**src/rtl/deadband_gen_mc_pkg.sv**
```systemverilog
// rtl/deadband_gen_mc_pkg.sv - shared types and limits for the dead-band generator
package deadband_pkg;

  // Upper bound on the number of half-bridge channels one instance may drive
  localparam int NCH_MAX = 16;

  // Per-channel gate-drive state
  typedef enum logic [1:0] {
    ST_OFF  = 2'd0,
    ST_DEAD = 2'd1,
    ST_HI   = 2'd2,
    ST_LO   = 2'd3
  } ch_state_e;

endpackage

```
**src/rtl/deadband_gen_mc_if.sv**
```systemverilog
// rtl/deadband_gen_mc_if.sv - per-channel PWM command and gate-drive bundle
interface deadband_gen_mc_if #(
  parameter int NCH = 3
);

  logic [NCH-1:0] pwm_in;
  logic [NCH-1:0] pwm_high;
  logic [NCH-1:0] pwm_low;
  logic [NCH-1:0] dead_active;

  modport master (
    output pwm_in,
    input  pwm_high,
    input  pwm_low,
    input  dead_active
  );

  modport slave (
    input  pwm_in,
    output pwm_high,
    output pwm_low,
    output dead_active
  );

endinterface

```
**src/rtl/deadband_gen_mc_ch.sv**
```systemverilog
// rtl/deadband_gen_mc_ch.sv - one half-bridge channel: input sync, dead-time FSM, gate outputs
module deadband_ch
  import deadband_pkg::*;
#(
  parameter int DT_WIDTH = 8
) (
  input  logic                clk,
  input  logic                reset_n,
  input  logic                run_i,
  input  logic                pwm_i,
  input  logic [DT_WIDTH-1:0] dt_rise_i,
  input  logic [DT_WIDTH-1:0] dt_fall_i,
  output logic                pwm_high_o,
  output logic                pwm_low_o,
  output logic                dead_active_o
);

  ch_state_e           state_q, state_d;
  logic                pwm_s_q;
  logic                target_q, target_d;
  logic [DT_WIDTH-1:0] dt_sel_q, dt_sel_d;
  logic [DT_WIDTH-1:0] cnt_q, cnt_d;
  logic                high_q, low_q, dead_q;

  logic [DT_WIDTH-1:0] dt_new;
  logic [DT_WIDTH-1:0] dt_last;
  logic                dead_done;

  // Dead time is picked by the side about to conduct; a zero setting still
  // gives one dead cycle, so the last count index is max(dt_sel,1)-1.
  assign dt_new    = pwm_s_q ? dt_rise_i : dt_fall_i;
  assign dt_last   = (dt_sel_q == '0) ? '0 : dt_sel_q - DT_WIDTH'(1);
  assign dead_done = (cnt_q >= dt_last);

  // Next-state logic: forced off first, then edge (re)start, then dead count
  always_comb begin
    state_d  = state_q;
    target_d = target_q;
    dt_sel_d = dt_sel_q;
    cnt_d    = cnt_q;
    if (!run_i) begin
      state_d = ST_OFF;
      cnt_d   = '0;
    end else begin
      case (state_q)
        ST_OFF: begin
          state_d  = ST_DEAD;
          target_d = pwm_s_q;
          dt_sel_d = dt_new;
          cnt_d    = '0;
        end
        ST_HI: begin
          if (!pwm_s_q) begin
            state_d  = ST_DEAD;
            target_d = 1'b0;
            dt_sel_d = dt_new;
            cnt_d    = '0;
          end
        end
        ST_LO: begin
          if (pwm_s_q) begin
            state_d  = ST_DEAD;
            target_d = 1'b1;
            dt_sel_d = dt_new;
            cnt_d    = '0;
          end
        end
        ST_DEAD: begin
          if (pwm_s_q != target_q) begin
            target_d = pwm_s_q;
            dt_sel_d = dt_new;
            cnt_d    = '0;
          end else if (dead_done) begin
            state_d = target_q ? ST_HI : ST_LO;
            cnt_d   = '0;
          end else if (cnt_q != '1) begin
            cnt_d = cnt_q + DT_WIDTH'(1);
          end
        end
        default: begin
          state_d = ST_OFF;
          cnt_d   = '0;
        end
      endcase
    end
  end

  // State, command sync and gate outputs decoded from the next state
  always_ff @(posedge clk or negedge reset_n) begin
    if (!reset_n) begin
      state_q  <= ST_OFF;
      pwm_s_q  <= 1'b0;
      target_q <= 1'b0;
      dt_sel_q <= '0;
      cnt_q    <= '0;
      high_q   <= 1'b0;
      low_q    <= 1'b0;
      dead_q   <= 1'b0;
    end else begin
      state_q  <= state_d;
      pwm_s_q  <= pwm_i;
      target_q <= target_d;
      dt_sel_q <= dt_sel_d;
      cnt_q    <= cnt_d;
      high_q   <= (state_d == ST_HI);
      low_q    <= (state_d == ST_LO);
      dead_q   <= (state_d == ST_DEAD);
    end
  end

  assign pwm_high_o    = high_q;
  assign pwm_low_o     = low_q;
  assign dead_active_o = dead_q;

endmodule

```
**src/rtl/deadband_gen_mc.sv**
```systemverilog
// rtl/deadband_gen_mc.sv - multi-channel dead-band generator with shared fault trip and enable
module deadband_gen_mc
  import deadband_pkg::*;
#(
  parameter int NCH      = 3,
  parameter int DT_WIDTH = 8
) (
  input  logic                clk,
  input  logic                reset_n,
  input  logic                enable,
  input  logic [DT_WIDTH-1:0] dt_rise,
  input  logic [DT_WIDTH-1:0] dt_fall,
  input  logic                fault_n,
  input  logic                fault_clr,
  output logic                fault_latched,
  deadband_gen_mc_if.slave    bus
);

  logic fault_q, fault_d;
  logic run;

  // A trip acts on the very edge that samples it, so the raw fault_n also
  // gates the channels; the latch then holds them off until cleared.
  assign run = enable & fault_n & ~fault_q;

  // Fault latch: set wins over clear
  always_comb begin
    fault_d = fault_q;
    if (!fault_n) begin
      fault_d = 1'b1;
    end else if (fault_clr) begin
      fault_d = 1'b0;
    end
  end

  // Fault status register
  always_ff @(posedge clk or negedge reset_n) begin
    if (!reset_n) begin
      fault_q <= 1'b0;
    end else begin
      fault_q <= fault_d;
    end
  end

  assign fault_latched = fault_q;

  for (genvar i = 0; i < NCH; i++) begin : g_ch
    deadband_ch #(
      .DT_WIDTH (DT_WIDTH)
    ) u_ch (
      .clk           (clk),
      .reset_n       (reset_n),
      .run_i         (run),
      .pwm_i         (bus.pwm_in[i]),
      .dt_rise_i     (dt_rise),
      .dt_fall_i     (dt_fall),
      .pwm_high_o    (bus.pwm_high[i]),
      .pwm_low_o     (bus.pwm_low[i]),
      .dead_active_o (bus.dead_active[i])
    );
  end

endmodule

```
**src/flat_wrapper.sv**
```systemverilog
// flat-port wrapper written by rule: the top's interface ports become plain ports
module deadband_gen_mc_flat import deadband_pkg::*;
#(
  parameter int NCH      = 3,
  parameter int DT_WIDTH = 8
)
  (clk, reset_n, enable, dt_rise, dt_fall, fault_n, fault_clr, fault_latched, bus_pwm_in, bus_pwm_high, bus_pwm_low, bus_dead_active);
  deadband_gen_mc_if #(.NCH(NCH)) bus_i ();
  input  logic clk;
  input  logic reset_n;
  input  logic enable;
  input  logic [DT_WIDTH-1:0] dt_rise;
  input  logic [DT_WIDTH-1:0] dt_fall;
  input  logic fault_n;
  input  logic fault_clr;
  output logic fault_latched;
  input wire logic [$bits(bus_i.pwm_in)-1:0] bus_pwm_in;
  output wire logic [$bits(bus_i.pwm_high)-1:0] bus_pwm_high;
  output wire logic [$bits(bus_i.pwm_low)-1:0] bus_pwm_low;
  output wire logic [$bits(bus_i.dead_active)-1:0] bus_dead_active;
  assign bus_i.pwm_in = bus_pwm_in;
  assign bus_pwm_high = bus_i.pwm_high;
  assign bus_pwm_low = bus_i.pwm_low;
  assign bus_dead_active = bus_i.dead_active;
  deadband_gen_mc #(.NCH(NCH), .DT_WIDTH(DT_WIDTH)) u_core (.clk(clk), .reset_n(reset_n), .enable(enable), .dt_rise(dt_rise), .dt_fall(dt_fall), .fault_n(fault_n), .fault_clr(fault_clr), .fault_latched(fault_latched), .bus(bus_i));
endmodule
```
**config.mk**
```make
export PLATFORM = sky130hd
export DESIGN_NAME = deadband_gen_mc_flat
export DESIGN_NICKNAME = d
export VERILOG_FILES = /design/src/rtl/deadband_gen_mc_pkg.sv /design/src/rtl/deadband_gen_mc_if.sv /design/src/rtl/deadband_gen_mc_ch.sv /design/src/rtl/deadband_gen_mc.sv /design/src/flat_wrapper.sv
export SDC_FILE = /design/constraint.sdc
export NUM_CORES = 1
export LEC_CHECK = 0
export CORE_MARGIN = 4
export CORE_UTILIZATION = 40
export DETAILED_ROUTE_END_ITERATION = 12
export PLACE_DENSITY = 0.61
export SYNTH_ARGS = -nofsm -noshare
export SYNTH_HDL_FRONTEND = slang
export SYNTH_HIERARCHICAL = 1
export SYNTH_SLANG_ARGS = --single-unit
```
**constraint.sdc**
```tcl
create_clock -name clk -period 3.31 [get_ports clk]
set_input_delay 0.662 -clock clk [delete_from_list [all_inputs] [get_ports clk]]
set_output_delay 0.662 -clock clk [all_outputs]
set_load 0.1 [all_outputs]
```
# After elaboration in Yosys (flattened, before gate mapping)
# Cells that the tools add are included.
classes:
  n_eq_ne: 43
  bitwise_logic: 3
  order_cmp: 3
  div_mod_pow: 0
  muxes: 74
  shift: 0
  addsub: 6
  multipliers: 0
  reduce_logical: 12
op_table:
  columns: ["op", "count"]
  rows:
  - ["$mux 8", 33]
  - ["$pmux 8 s4", 6]
  - ["$mux 2", 15]
  - ["$add 8x1->8 const B", 3]
  - ["$eq 2x2->1 const B", 12]
  - ["$ge 8x8->1", 3]
  - ["$logic_not 8->1", 3]
  - ["$ne 8x8->1 const B", 3]
  - ["$pmux 2 s4", 3]
  - ["$sub 8x1->8 const B", 3]
  - ["$ne 2x2->1 const B", 9]
  - ["$ne 3x3->1 const B", 6]
  - ["$ne 5x5->1 const B", 3]
  - ["$mux 1", 14]
  - ["$eq 2x1->1 const B", 6]
  - ["$pmux 1 s4", 3]
  - ["$reduce_and 4->1", 3]
  - ["$reduce_and 3->1", 3]
  - ["$logic_not 2->1", 3]
  - ["$ne 1x1->1", 3]
  - ["$and 1x1->1", 2]
  - ["$ne 2x1->1 const B", 1]
  - ["$not 1->1", 1]
totals:
  mem_count: 0
  reg_bits: 70
  rom_bits: 0
  word_cells: 166
  mem_bits_rw: 0
  latchBits: 0
  in_bits: 24

# Logic depth before layout (Yosys ltp)
depth:
  depth_word: 8
  mapped_depth: 13

# Hierarchy
# The synthesis kept the hierarchy.
by_module_without_submodules:
  columns: ["module", "area_per_inst_um2", "n_inst", "cells_per_inst"]
  rows:
  - ["deadband_ch at u_core.g_ch[1].u_ch ...", 1510.2, 2, 165]
  - ["deadband_ch at u_core.g_ch[0].u_ch", 1497.7, 1, 168]
  - ["deadband_gen_mc", 40.0, 1, 4]

# Least setup slack after synthesis
# OpenSTA, ideal clock, no wires.
synth_path:
  kind: "register to register"
  from: "register u_core.g_ch[1].u_ch.dt_sel_q[0]"
  to: "register u_core.g_ch[1].u_ch.cnt_q[7]"
  path_stages_with_launch: 14
  t_arrival_ns: 2.785
  path_buffers: 1
  slack_ns: 0.443
  setup_time_ns: 0.082
  path_cell_list: "dfrtp_1 -> inv_1 -> ha_1 -> nor2b_1 -> nand3b_1 -> or3_1 -> and2_1 -> ha_1 -> nand2b_4 -> a2111oi_4 -> o211a_1 -> buf_4 -> o21ai_1 -> a31oi_1"
synth_via:
  elab_chain_cells: 7
synth_rtl:
  columns: ["element", "line_no", "rtl"]
  rows:
  - ["start: declaration", "deadband_gen_mc_ch.sv:21", "logic [DT_WIDTH-1:0] dt_sel_q, dt_sel_d;"]
  - ["start signal: assignment", "deadband_gen_mc_ch.sv:103", "dt_sel_q <= dt_sel_d;"]
  - ["$sub 8x1->8 or $logic_not 8->1 (tied branches)", "deadband_gen_mc_ch.sv:32", "assign dt_last = (dt_sel_q == '0) ? '0 : dt_sel_q - DT_WIDTH'(1);"]
  - ["$mux 8 (*)", "deadband_gen_mc_ch.sv:32", null]
  - ["$ge 8x8->1 (*)", "deadband_gen_mc_ch.sv:33", "assign dead_done = (cnt_q >= dt_last);"]
  - ["$mux 8", "deadband_gen_mc_ch.sv:73", "end else if (dead_done) begin"]
  - ["$mux 8", "deadband_gen_mc_ch.sv:69", "if (pwm_s_q != target_q) begin"]
  - ["$pmux 8 s4", "deadband_gen_mc_ch.sv:45", "case (state_q)"]
  - ["$mux 8", "deadband_gen_mc_ch.sv:41", "if (!run_i) begin"]
  - ["end signal: assignment", "deadband_gen_mc_ch.sv:104", "cnt_q <= cnt_d;"]
  - ["end: declaration", "deadband_gen_mc_ch.sv:22", "logic [DT_WIDTH-1:0] cnt_q, cnt_d;"]
# Every way passes the cells marked *; elsewhere a longest branch is shown, timed or not.
# A chain may end at the register's enable or synchronous reset.

# Final worst setup path
layout_path:
  from: "register u_core.g_ch[1].u_ch.dt_sel_q[0]"
  to: "register u_core.g_ch[1].u_ch.cnt_q[0]"
# Same word-level chain as after synthesis.

==> metrics.txt <==
# TYPE chip_impl_metric gauge
chip_impl_metric{name="global_route.usage.total",unit=""} 0.165
chip_impl_metric{name="clock-sinks",unit=""} 70
chip_impl_metric{name="achievable-frequency",unit="MHz"} 321
chip_impl_info{name="cts_tree",value="yes"} 1
chip_impl_metric{name="num-nets-final",unit=""} 585
chip_impl_info{name="worst_r2r_endpoint",value="u_core/g_ch[1].u_ch/cnt_q[0]$_DFFE_PN0P_"} 1
chip_impl_metric{name="timing.final.crit_period",unit="ns"} 3.11
chip_impl_info{name="r2r-start",value="u_core/g_ch[1].u_ch/dt_sel_q[0]$_DFFE_PN0P_"} 1
chip_impl_metric{name="totalWireLength",unit="mm"} 10.2
chip_impl_metric{name="drt-initial-drc-count",unit=""} 151
chip_impl_metric{name="report.final.hold_viol_count",unit=""} 0
chip_impl_metric{name="worst-path-buf-inv",unit=""} 1
chip_impl_metric{name="clkSlewWorstSetupHoldPaths",unit="ns"} 0.06
chip_impl_metric{name="dieWidth",unit="um"} 115
chip_impl_info{name="critical_path.endpoint",value="u_core/g_ch[1].u_ch/cnt_q[0]$_DFFE_PN0P_"} 1
chip_impl_metric{name="peakVddDrop",unit="V"} 0.000285
chip_impl_metric{name="finalSetupViolCount",unit=""} 0
chip_impl_metric{name="ioPinCount",unit=""} 34
chip_impl_metric{name="clockBufferDepth",unit=""} 2
chip_impl_info{name="crit_start",value="u_core/g_ch[1].u_ch/dt_sel_q[0]$_DFFE_PN0P_"} 1
chip_impl_metric{name="timing_worst_slew_pin_value",unit="ns"} 0.781
chip_impl_metric{name="detailedPlacementHpwl",unit="mm"} 7.63
chip_impl_metric{name="wl_per_cell",unit="um"} 15.1
chip_impl_metric{name="seq_power_share",unit=""} 0.368
chip_impl_metric{name="slew_viol_final",unit=""} 0
chip_impl_info{name="synth_area_leaders",value="dfrtp_1, ha_1, mux2i_1"} 1
chip_impl_metric{name="max_cap_violations",unit=""} 0
chip_impl_metric{name="start_util",unit=""} 0.415
chip_impl_info{name="synth_commonest_cells",value="dfrtp_1, nand2_1, o21ai_0"} 1
chip_impl_metric{name="internal_power",unit="mW"} 1.97
chip_impl_metric{name="grt_pass1_vias",unit=""} 3687
chip_impl_metric{name="synth_area_per_cell",unit="um2"} 9.08
chip_impl_info{name="leading_cell_type_by_number_of_instances_after_synthesis",value="dfrtp_1"} 1
chip_impl_metric{name="critical_path.max_stage_delay",unit="ns"} 0.40
chip_impl_metric{name="grt_pass1_wl",unit="mm"} 17.5
chip_impl_metric{name="reg2regPathDepth",unit=""} 12
chip_impl_metric{name="timing.critical_path.arrival",unit="ns"} 3.34
chip_impl_metric{name="synth_area",unit="mm2"} 0.00456
chip_impl_metric{name="setup-tns-final",unit="ns"} 0
chip_impl_metric{name="clock_power_share",unit=""} 0.401
chip_impl_metric{name="cts.repair.resized",unit=""} 0
chip_impl_metric{name="power_per_cell_area",unit="mW/mm2"} 524
chip_impl_metric{name="gpl_wtd_cong",unit=""} 0.851
chip_impl_metric{name="synth_fp_nets",unit=""} 556
chip_impl_info{name="category_of_the_most_critical_setup_path",value="reg -> reg"} 1
chip_impl_metric{name="synth_top_cell_area_share",unit=""} 0.384
chip_impl_metric{name="synth_edf_count",unit=""} 0
chip_impl_metric{name="worst_skew_pair.late_latency",unit="ns"} 0.33
chip_impl_metric{name="power.switching",unit="mW"} 0.829
chip_impl_metric{name="route.detailed.drc",unit=""} 0
chip_impl_metric{name="portBuffers",unit=""} 33
chip_impl_metric{name="post-cts-setup-buffers",unit=""} 0
chip_impl_metric{name="overflow",unit=""} 0
chip_impl_metric{name="route.layer.met1.wl",unit="mm"} 4.98
chip_impl_metric{name="grt_start_max_net_pins",unit=""} 36
chip_impl_metric{name="routed_via_density",unit=""} 5.54
chip_impl_metric{name="antenna-diode-count",unit=""} 0
chip_impl_metric{name="critical_path_required",unit="ns"} 3.53
chip_impl_metric{name="synth_cell_types",unit=""} 53
chip_impl_metric{name="timing.slew.headroom",unit=""} 0.479
chip_impl_metric{name="synth.yosys.warnings",unit=""} 6
chip_impl_metric{name="die-area",unit="mm2"} 0.0132
chip_impl_metric{name="ys_seq_elements",unit=""} 70
chip_impl_info{name="timing.critical_path.from_type",value="register"} 1
chip_impl_metric{name="count_of_cell_instances_traversed_by_the_critical_path",unit=""} 12
chip_impl_metric{name="layout_cell_share_with_drive_strength_beyond_1",unit=""} 0.0951
chip_impl_metric{name="areaGrowthSynthToFinish",unit="%"} 17.3
chip_impl_metric{name="numCtsBuffers",unit=""} 9
chip_impl_info{name="worstPathCellList",value="inv_1 -> ha_1 -> nor2b_2 -> nand3b_1 -> or3_1 -> o21ai_0 -> ha_2 -> o21ai_1 -> a211o_1 -> o211a_4 -> a41o_1 -> a32o_1"} 1
chip_impl_info{name="yosysTopAreaCell",value="dfrtp_1"} 1
chip_impl_info{name="synth_ff_type",value="dfrtp_1"} 1
chip_impl_metric{name="grt_antenna_before_repair",unit=""} 0
chip_impl_metric{name="sw_frac_of_total",unit=""} 0.296
chip_impl_metric{name="crit_fanout",unit=""} 13
chip_impl_info{name="run_status",value="complete, no violations"} 1
chip_impl_info{name="worstSetupEndpointType",value="register"} 1
chip_impl_metric{name="synth.yosys.seq_area_share",unit=""} 0.384
chip_impl_metric{name="final.hold.worst_slack",unit="ns"} 0.408
chip_impl_metric{name="post-route-period-util",unit=""} 0.940
chip_impl_metric{name="wl_met3",unit="um"} 478
chip_impl_metric{name="fp.dieH",unit="um"} 115
chip_impl_info{name="cp_top_family",value="compound AO/OA/AOI/OAI gates"} 1
chip_impl_metric{name="routed_length_on_met2",unit="mm"} 4.68
chip_impl_info{name="clock_tree.root_cell",value="clkbuf_16"} 1
chip_impl_metric{name="drt_pass1_iterations",unit=""} 4
chip_impl_metric{name="placementRows",unit=""} 38
chip_impl_metric{name="pwr-share-comb",unit=""} 0.231
chip_impl_metric{name="r2r_setup_slack",unit="ns"} 0.20
chip_impl_metric{name="synthCells",unit=""} 502
chip_impl_metric{name="async_set_reset_flop_share_out_of_synthesis",unit=""} 1.00
chip_impl_metric{name="postRouteAntennaNets",unit=""} 0
chip_impl_metric{name="design.core.area",unit="mm2"} 0.0110
chip_impl_metric{name="cellLeakagePower",unit="nW"} 2.40
chip_impl_info{name="slowest_cell_on_crit_path",value="or3_1"} 1
chip_impl_metric{name="vias",unit=""} 3742
chip_impl_info{name="worstHoldPathType",value="in -> async"} 1
chip_impl_metric{name="postCtsHoldBufs",unit=""} 0
chip_impl_metric{name="finClkSkew",unit="ns"} 0.00812
chip_impl_metric{name="cts.htree.levels",unit=""} 3
chip_impl_info{name="highest-signal-layer",value="met4"} 1
chip_impl_info{name="grt_setup_unrepaired",value="no"} 1
==> power by group through the flow <==
stage                     sequential, mW  clock, mW  combinational [mW]
after global routing                1.05       1.20               0.747
final                               1.03       1.12               0.646
after global placement              1.04          0               0.620
after CTS                           1.03       1.15               0.643
after detailed placement            1.04          0               0.636
after floorplan                     1.02          0               0.500
==> how the worst min path moves through the flow <==
stage | cells after the start | end | slack [ns]
floorplan | 0 | u_core/fault_latched$_DFFE_PN0P_ | 0.37
global placement | 2 | u_core/g_ch[2].u_ch/dt_sel_q[0]$_DFFE_PN0P_ | 0.50
detailed placement | 2 | u_core/g_ch[2].u_ch/dt_sel_q[0]$_DFFE_PN0P_ | 0.51
CTS | 1 | u_core/g_ch[1].u_ch/dt_sel_q[6]$_DFFE_PN0P_ | 0.43
global route | 1 | u_core/g_ch[1].u_ch/pwm_high_o$_DFF_PN0_ | 0.47
finish | 1 | u_core/g_ch[1].u_ch/pwm_high_o$_DFF_PN0_ | 0.41
==> registers in the layout, indices dropped and copies added (netlist names) <==
| register | count |
|---|---|
| u_core/g_ch.u_ch/target_q | 3 |
| u_core/g_ch.u_ch/pwm_s_q | 3 |
| u_core/g_ch.u_ch/pwm_high_o | 3 |
| u_core/g_ch.u_ch/pwm_low_o | 3 |
| u_core/g_ch.u_ch/dt_sel_q | 24 |
| u_core/g_ch.u_ch/cnt_q | 24 |
| u_core/g_ch.u_ch/dead_active_o | 3 |
| u_core/g_ch.u_ch/state_q | 6 |
| u_core/fault_latched | 1 |
==> per-layer routing <==
metal  vias to the layer above  GRT usage
li1                       1903          -
met2                        66      0.260
met5                         -          0
met3                         7     0.0426
met1                      1766      0.226
met4                         0     0.0462
==> per-stage QoR <==
stage	power (mW)	area, um2	instances	setup WS [ns]	utilization
detailed placement	1.68	4970	660	0.0837	0.453
global placement	1.66	4970	660	0.177	0.453
floorplan	1.51	4560	502	0.443	-
finish	2.80	5350	676	0.198	0.487
CTS	2.82	5320	676	0.0483	0.484
global route	2.99	5350	676	0.00607	0.487
==> cell type report <==
cell class / count / area [um2]
Fill cell: 1012 / 5640
Multi-Input combinational cell: 383 / 2620
Sequential cell: 70 / 1750
Timing Repair Buffer: 39 / 345
Clock buffer: 9 / 225
Tap cell: 140 / 175
Clock inverter: 7 / 121
Inverter: 28 / 105
==> layout by cell type, fill, tap and decap left out, drive strengths merged, types with 7 or more instances in the layout <==
cell type / instances
o21a: 7
nor2b: 12
inv: 29
clkbuf: 9
o21ai: 51
mux2i: 26
xor2: 10
nand2: 61
clkdlybuf4s50: 22
nor2: 18
dfrtp: 70
ha: 30
buf: 17
nand4: 11
nand3: 18
a31oi: 12
nor3: 7
nand2b: 8
and3: 8
a21oi: 37
==> cells by family after synthesis <==
group           count (synthesis)  synth area share
simple gates                  165             0.187
compound gates                150             0.220
flops                          70             0.384
buf+inv                        49            0.0461
mux                            26            0.0571
xor+xnor                       12            0.0231
fa+ha+maj                      30            0.0823
==> worst register-to-register path: cells and delay by family (launching register included) <==
kind,cells,cell delay (ns)
AO/OA/AOI/OAI,6,1.35
AND/OR/NAND/NOR,3,0.74
adder cells (fa/ha/maj),2,0.44
flip-flops,1,0.39
buffers and inverters,1,0.08
Note: power is estimated with default switching activity, not from simulation.
